--- config.mk ---
export PLATFORM = sky130hd
export DESIGN_NAME = inst_prefetch_queue_flat
export DESIGN_NICKNAME = d
export VERILOG_FILES = /design/src/rtl/inst_prefetch_queue_if.sv /design/src/rtl/inst_prefetch_queue.sv /design/src/flat_wrapper.sv
export SDC_FILE = /design/constraint.sdc
export NUM_CORES = 1
export LEC_CHECK = 0
export BUFFER_PORTS_ARGS = -buffer_cell sky130_fd_sc_hd__buf_2
export CAP_MARGIN = 25
export CORE_ASPECT_RATIO = 0.5
export CORE_MARGIN = 2
export CORE_UTILIZATION = 50
export DETAILED_ROUTE_END_ITERATION = 16
export PLACE_DENSITY = 0.79
export SLEW_MARGIN = 20
export SYNTH_ARGS = -nofsm -noshare
export SYNTH_HDL_FRONTEND = slang
export SYNTH_SLANG_ARGS = --single-unit
export TNS_END_PERCENT = 50
--- constraint.sdc ---
create_clock -name clk -period 6.7 [get_ports clk]
set_input_delay 1.005 -clock clk [delete_from_list [all_inputs] [get_ports clk]]
set_output_delay 1.005 -clock clk [all_outputs]
set_load 0.03 [all_outputs]
--- src/rtl/inst_prefetch_queue_if.sv ---
// Bundle between the prefetch queue, instruction memory, redirect source and fetch stage.
// master: the prefetch queue; slave: its environment (memory, back end, fetch stage).
interface inst_prefetch_queue_if;
  logic        mem_req;
  logic [63:0] mem_addr;
  logic        mem_ack;
  logic [31:0] mem_rdata;
  logic        redirect;
  logic [63:0] redirect_pc;
  logic        out_valid;
  logic [31:0] out_instr;
  logic [63:0] out_pc;
  logic        out_ready;

  modport master (
    output mem_req, mem_addr, out_valid, out_instr, out_pc,
    input  mem_ack, mem_rdata, redirect, redirect_pc, out_ready
  );

  modport slave (
    input  mem_req, mem_addr, out_valid, out_instr, out_pc,
    output mem_ack, mem_rdata, redirect, redirect_pc, out_ready
  );
endinterface

--- src/rtl/inst_prefetch_queue.sv ---
// Instruction prefetch queue: one outstanding memory read at a time, FWFT output queue,
// and redirect handling that flushes the queue and drops any in-flight response.
module inst_prefetch_queue #(
  parameter int unsigned DEPTH    = 4,
  parameter logic [63:0] RESET_PC = 64'h0
) (
  input  logic                  clk,
  input  logic                  reset,
  inst_prefetch_queue_if.master bus
);

  localparam int unsigned PtrW = $clog2(DEPTH);

  typedef logic [PtrW-1:0] ptr_t;
  typedef logic [PtrW:0]   cnt_t;

  localparam cnt_t FullCount = cnt_t'(DEPTH);
  localparam cnt_t CntOne    = cnt_t'(1);
  localparam ptr_t PtrOne    = ptr_t'(1);

  typedef enum logic [1:0] {StIdle, StWait, StDrop} state_e;

  state_e      state_q, state_d;
  logic [63:0] fetch_pc_q, fetch_pc_d;
  logic [63:0] req_addr_q, req_addr_d;
  ptr_t        head_q, tail_q;
  cnt_t        count_q;
  logic [31:0] instr_mem [DEPTH];
  logic [63:0] pc_mem    [DEPTH];

  logic can_issue;
  logic push;
  logic pop;

  // Reset gates the request combinationally so mem_req is low for the whole reset window.
  assign can_issue = (state_q == StIdle) && (count_q != FullCount) && !bus.redirect && !reset;

  assign bus.mem_req   = can_issue || (state_q != StIdle);
  assign bus.mem_addr  = (state_q == StIdle) ? fetch_pc_q : req_addr_q;
  assign bus.out_valid = (count_q != '0);
  assign bus.out_instr = instr_mem[head_q];
  assign bus.out_pc    = pc_mem[head_q];

  always_comb begin
    state_d    = state_q;
    fetch_pc_d = fetch_pc_q;
    req_addr_d = req_addr_q;
    push       = 1'b0;
    pop        = bus.out_valid && bus.out_ready && !bus.redirect;

    if (bus.redirect) begin
      fetch_pc_d = bus.redirect_pc;
      unique case (state_q)
        StIdle:  state_d = StIdle;
        StWait:  state_d = bus.mem_ack ? StIdle : StDrop;
        StDrop:  state_d = bus.mem_ack ? StIdle : StDrop;
        default: state_d = StIdle;
      endcase
    end else begin
      unique case (state_q)
        StIdle: begin
          if (can_issue) begin
            req_addr_d = fetch_pc_q;
            state_d    = StWait;
          end
        end
        StWait: begin
          if (bus.mem_ack) begin
            push       = 1'b1;
            fetch_pc_d = req_addr_q + 64'd4;
            state_d    = StIdle;
          end
        end
        StDrop: begin
          if (bus.mem_ack) begin
            state_d = StIdle;
          end
        end
        default: state_d = StIdle;
      endcase
    end
  end

  always_ff @(posedge clk or posedge reset) begin
    if (reset) begin
      state_q    <= StIdle;
      fetch_pc_q <= RESET_PC;
      req_addr_q <= RESET_PC;
    end else begin
      state_q    <= state_d;
      fetch_pc_q <= fetch_pc_d;
      req_addr_q <= req_addr_d;
    end
  end

  always_ff @(posedge clk or posedge reset) begin
    if (reset) begin
      head_q  <= '0;
      tail_q  <= '0;
      count_q <= '0;
    end else if (bus.redirect) begin
      head_q  <= '0;
      tail_q  <= '0;
      count_q <= '0;
    end else begin
      if (push) begin
        tail_q <= tail_q + PtrOne;
      end
      if (pop) begin
        head_q <= head_q + PtrOne;
      end
      if (push && !pop) begin
        count_q <= count_q + CntOne;
      end else if (pop && !push) begin
        count_q <= count_q - CntOne;
      end
    end
  end

  // Payload storage needs no reset; out_valid qualifies it.
  always_ff @(posedge clk) begin
    if (push) begin
      instr_mem[tail_q] <= bus.mem_rdata;
      pc_mem[tail_q]    <= req_addr_q;
    end
  end

endmodule
--- src/flat_wrapper.sv ---
// flat-port wrapper written by rule: the top's interface ports become plain ports
module inst_prefetch_queue_flat 
#(
  parameter int unsigned DEPTH    = 4,
  parameter logic [63:0] RESET_PC = 64'h0
)
  (clk, reset, bus_mem_req, bus_mem_addr, bus_out_valid, bus_out_instr, bus_out_pc, bus_mem_ack, bus_mem_rdata, bus_redirect, bus_redirect_pc, bus_out_ready);
  inst_prefetch_queue_if bus_i ();
  input  logic clk;
  input  logic reset;
  output wire logic [$bits(bus_i.mem_req)-1:0] bus_mem_req;
  output wire logic [$bits(bus_i.mem_addr)-1:0] bus_mem_addr;
  output wire logic [$bits(bus_i.out_valid)-1:0] bus_out_valid;
  output wire logic [$bits(bus_i.out_instr)-1:0] bus_out_instr;
  output wire logic [$bits(bus_i.out_pc)-1:0] bus_out_pc;
  input wire logic [$bits(bus_i.mem_ack)-1:0] bus_mem_ack;
  input wire logic [$bits(bus_i.mem_rdata)-1:0] bus_mem_rdata;
  input wire logic [$bits(bus_i.redirect)-1:0] bus_redirect;
  input wire logic [$bits(bus_i.redirect_pc)-1:0] bus_redirect_pc;
  input wire logic [$bits(bus_i.out_ready)-1:0] bus_out_ready;
  assign bus_mem_req = bus_i.mem_req;
  assign bus_mem_addr = bus_i.mem_addr;
  assign bus_out_valid = bus_i.out_valid;
  assign bus_out_instr = bus_i.out_instr;
  assign bus_out_pc = bus_i.out_pc;
  assign bus_i.mem_ack = bus_mem_ack;
  assign bus_i.mem_rdata = bus_mem_rdata;
  assign bus_i.redirect = bus_redirect;
  assign bus_i.redirect_pc = bus_redirect_pc;
  assign bus_i.out_ready = bus_out_ready;
  inst_prefetch_queue #(.DEPTH(DEPTH), .RESET_PC(RESET_PC)) u_core (.clk(clk), .reset(reset), .bus(bus_i));
endmodule
==> summary.md <==
| Metric | Value |
|---|---|
| Iter 0 DRT Violations | `1,050` |
| Crit path from | `u_core.head_q[1]` |
| Slew Limit Headroom | `0.302` |
| Gr usage total | `0.209` |
| Final wirelength | `47,600 um` |
| DRC Markers | `0` |
| Critical Path RT | `5.69 ns` |
| Post-synthesis async set-or-reset flop share | `0.263` |
| Slowest CP cell | `dfrtp_4` |
| Initial core utilization | `0.510` |
| Cell count after synthesis | `1,270` |
| RR Endpoint | `u_core.count_q[1]` |
| Number of synthesized register bits | `521` |
| Hold Crit Start | `u_core.fetch_pc_q[57]` |
| CTS tree | `built` |
| Die area | `44,900 um2` |
| Synthesized area per cell | `between 15 and 20 um2` |
| Hold Vio Cnt, Final | `0` |
| PwrDens | `405 nW/um2` |
| RSZ-0062 raised after global routing | `false` |
| Fillers | `3,165` |
| DR pass1 iterations | `7` |
| R2R depth | `7` |
| Number of enable flip-flop cells after synthesis | `384` |
| Max_cap viols | `0` |
| Synth Cell Area | `roughly 22,000 um2` |
| Routed length per instance | `22.2 um` |
| Initial antenna violation count | `4` |
| Total CTS buffers | `46` |
| Chip height | `151 um` |
| First-pass GRT wire length | `71,600 um` |
| Remaining Overflow, GRT | `0` |
| XOR/XNOR share of the synthesized area | `0.0252` |
| P&R area growth vs syn | `15.8%` |
| Min Clock Period, post-route | `between 3 and 4 ns` |
| P_leak | `0.00894 uW` |
| Final Skew | `0.0266 ns` |
| Die width | `a little under 300 um` |
| Vias in the first global route | `12.1k` |
| Reg2reg setup slack | `3.31 ns` |
| Crit path largest cell delay | `1.07 ns` |
| Maximum clock insertion buffer count | `3` |
| Hpwl dp | `~29,000 um` |
| Synth Area in Compound Gates | `0.0316` |
| Syn nets | `about 1.4k` |
| Core area | `around 42,000 um2` |
| Synth cell types | `45` |
| Clock tree root buffer cell | `clkbuf_16` |
| Setup bufs post-CTS | `0` |
| Placer Congestion | `0.858` |
| Io pins | `263` |
| CTS H-tree lvls | `2` |
| Setup CP Type | `register to primary output` |
| Final period utilization | `0.589` |
| VDD IR max | `about 0.20 mV` |
| Clk Latency, worst-skew pair | `0.57 ns` |
| Largest net degree at the start of global routing | `85` |
| Fmax achieved | `0.253 GHz` |
| Post-Synth Simple-Gate Area | `0.0595` |
| Pins over their slew limit | `0` |
| DR vias/cell | `5.62` |
| FF-to-FF Start | `u_core.state_q[1]` |
| Status | `completed` |
| Cells along the critical path | `buf_4 > mux4_2 > buf_2` |
| Most frequent cells in the layout | `edfxtp_1, buf_2, dfrtp_1` |
| Combinational family with the most area after synthesis | `multiplexers` |
| Final setup fails | `0` |
| # port buffers | `262` |
| Worst Max-Slew Pin Slew | `~1.0 ns` |
| WP data arrival | `2.94 ns` |
| Setup tns final | `0 ns` |
| Post-synthesis sequential area ratio | `0.694` |
| Post-Synth Adder-Cell Area | `0.00499` |
| Num rows | `53` |
| Worst Path Max Fanout | `64` |
| Hold_ws | `0.504 ns` |
| CTS clk-pin slew, worst paths | `0.07 ns` |
| Yosys warns | `0` |
| Top FF cell, synth | `edfxtp_1` |
| Hold Path Class | `register to register` |
| Crit end category | `primary output` |
| Commonest non-fill, non-tap cell in the layout | `edfxtp_1` |
| Mux cell area share after synthesis | `0.169` |
| Layout cells sized above 1 | `0.374` |
| Clock sink count | `between 500 and 600` |
| Setup crit end | `bus_out_pc[40]` |
| Layout Nets | `1,632` |
| Worst setup SP type | `register` |
| Final ANT Viol Nets | `0` |
| Vias | `12.0k` |
| Cts hold-fix bufs | `0` |
| Post-CTS sizing | `0` |
## cells by family after synthesis
logic type               count (synthesis)
multiplexers                           229
flip-flops                             521
buffers and inverters                   86
XOR/XNOR                                62
AND/OR/NAND/NOR                        254
adder cells (fa/ha/maj)                  8
AO/OA/AOI/OAI                          110
## report_power, final
group          switching (uW)  leakage, uW  internal [uW]
sequential                638      0.00515           3970
clock                    1130     0.000701           1430
combinational            1730      0.00308           1210
## critical path, delay by kind of cell (launching register included)
family,cells,cell delay [ns]
DFF,1,1.07
buffers and inverters,2,0.83
muxes,1,0.46
## registers in the layout, summed over array words and instances, names as in the netlist
register           count
u_core.pc_mem        256
u_core.fetch_pc_q     64
u_core.instr_mem     128
u_core.state_q         2
u_core.head_q          2
u_core.req_addr_q     64
u_core.tail_q          2
u_core.count_q         3
## layer usage
metal / vias to the layer above / part of all wire / global-route usage / routed length (um)
li1: 5419 / - / - / -
met1: 6202 / 0.40 / 0.272 / 19000
met2: 323 / 0.53 / 0.360 / 25000
met3: 97 / 0.044 / 0.0301 / 2090
met4: 0 / 0.033 / 0.0859 / 1570
met5: - / 0 / 0 / 0
## layout make-up
class | count | area [um2] | area share
timing repair buffer | 276 | 1470 | 0.0588
clock buffer | 68 | 1310 | 0.0523
inverter | 15 | 61.3 | 0.00246
clock inverter | 17 | 133 | 0.00531
antenna | 4 | 10.0 | 0.000401
tap | 577 | 722 | 0.0289
sequential | 521 | 15000 | 0.599
multi-input combinational | 663 | 6300 | 0.252
## worst min path at each step
stage                                       end  slack [ns]  cells after the start
after floorplan               u_core.state_q[1]        0.46                      1
after global placement        u_core.state_q[1]        0.48                      1
after CTS                     u_core.state_q[1]        0.50                      1
after global routing          u_core.state_q[1]        0.53                      1
after detailed placement      u_core.state_q[1]        0.49                      1
final                     u_core.req_addr_q[57]        0.50                      2
## synth_stat cells (all sizes together), types with 24 or more instances
| master | number | area share |
|---|---|---|
| edfxtp | 384 | 0.54 |
| dfrtp | 137 | 0.16 |
| nand2 | 123 | 0.021 |
| mux2 | 118 | 0.062 |
| mux4 | 96 | 0.10 |
| o21ai | 52 | 0.012 |
| xnor2 | 48 | 0.020 |
| clkbuf | 44 | 0.0077 |
| nor2 | 41 | 0.0071 |
| buf | 27 | 0.0053 |
| a21oi | 24 | 0.0056 |
| o221ai | 24 | 0.0098 |
## through the flow
| step | setup WS [ns] | total power, uW | utilization | area (um2) | std cells |
|---|---|---|---|---|---|
| after detailed placement | 2.86 | 7610 | 0.556 | 23500 | 2050 |
| final | 2.75 | 10100 | 0.591 | 25000 | 2141 |
| after global placement | 2.85 | 7560 | 0.556 | 23500 | 2050 |
| after CTS | 2.70 | 10200 | 0.590 | 24900 | 2135 |
| after global routing | 2.60 | 10500 | 0.591 | 25000 | 2141 |
| after floorplan | 2.03 | 6660 | - | 21600 | 1270 |
Power figures use the tool's default switching activity.
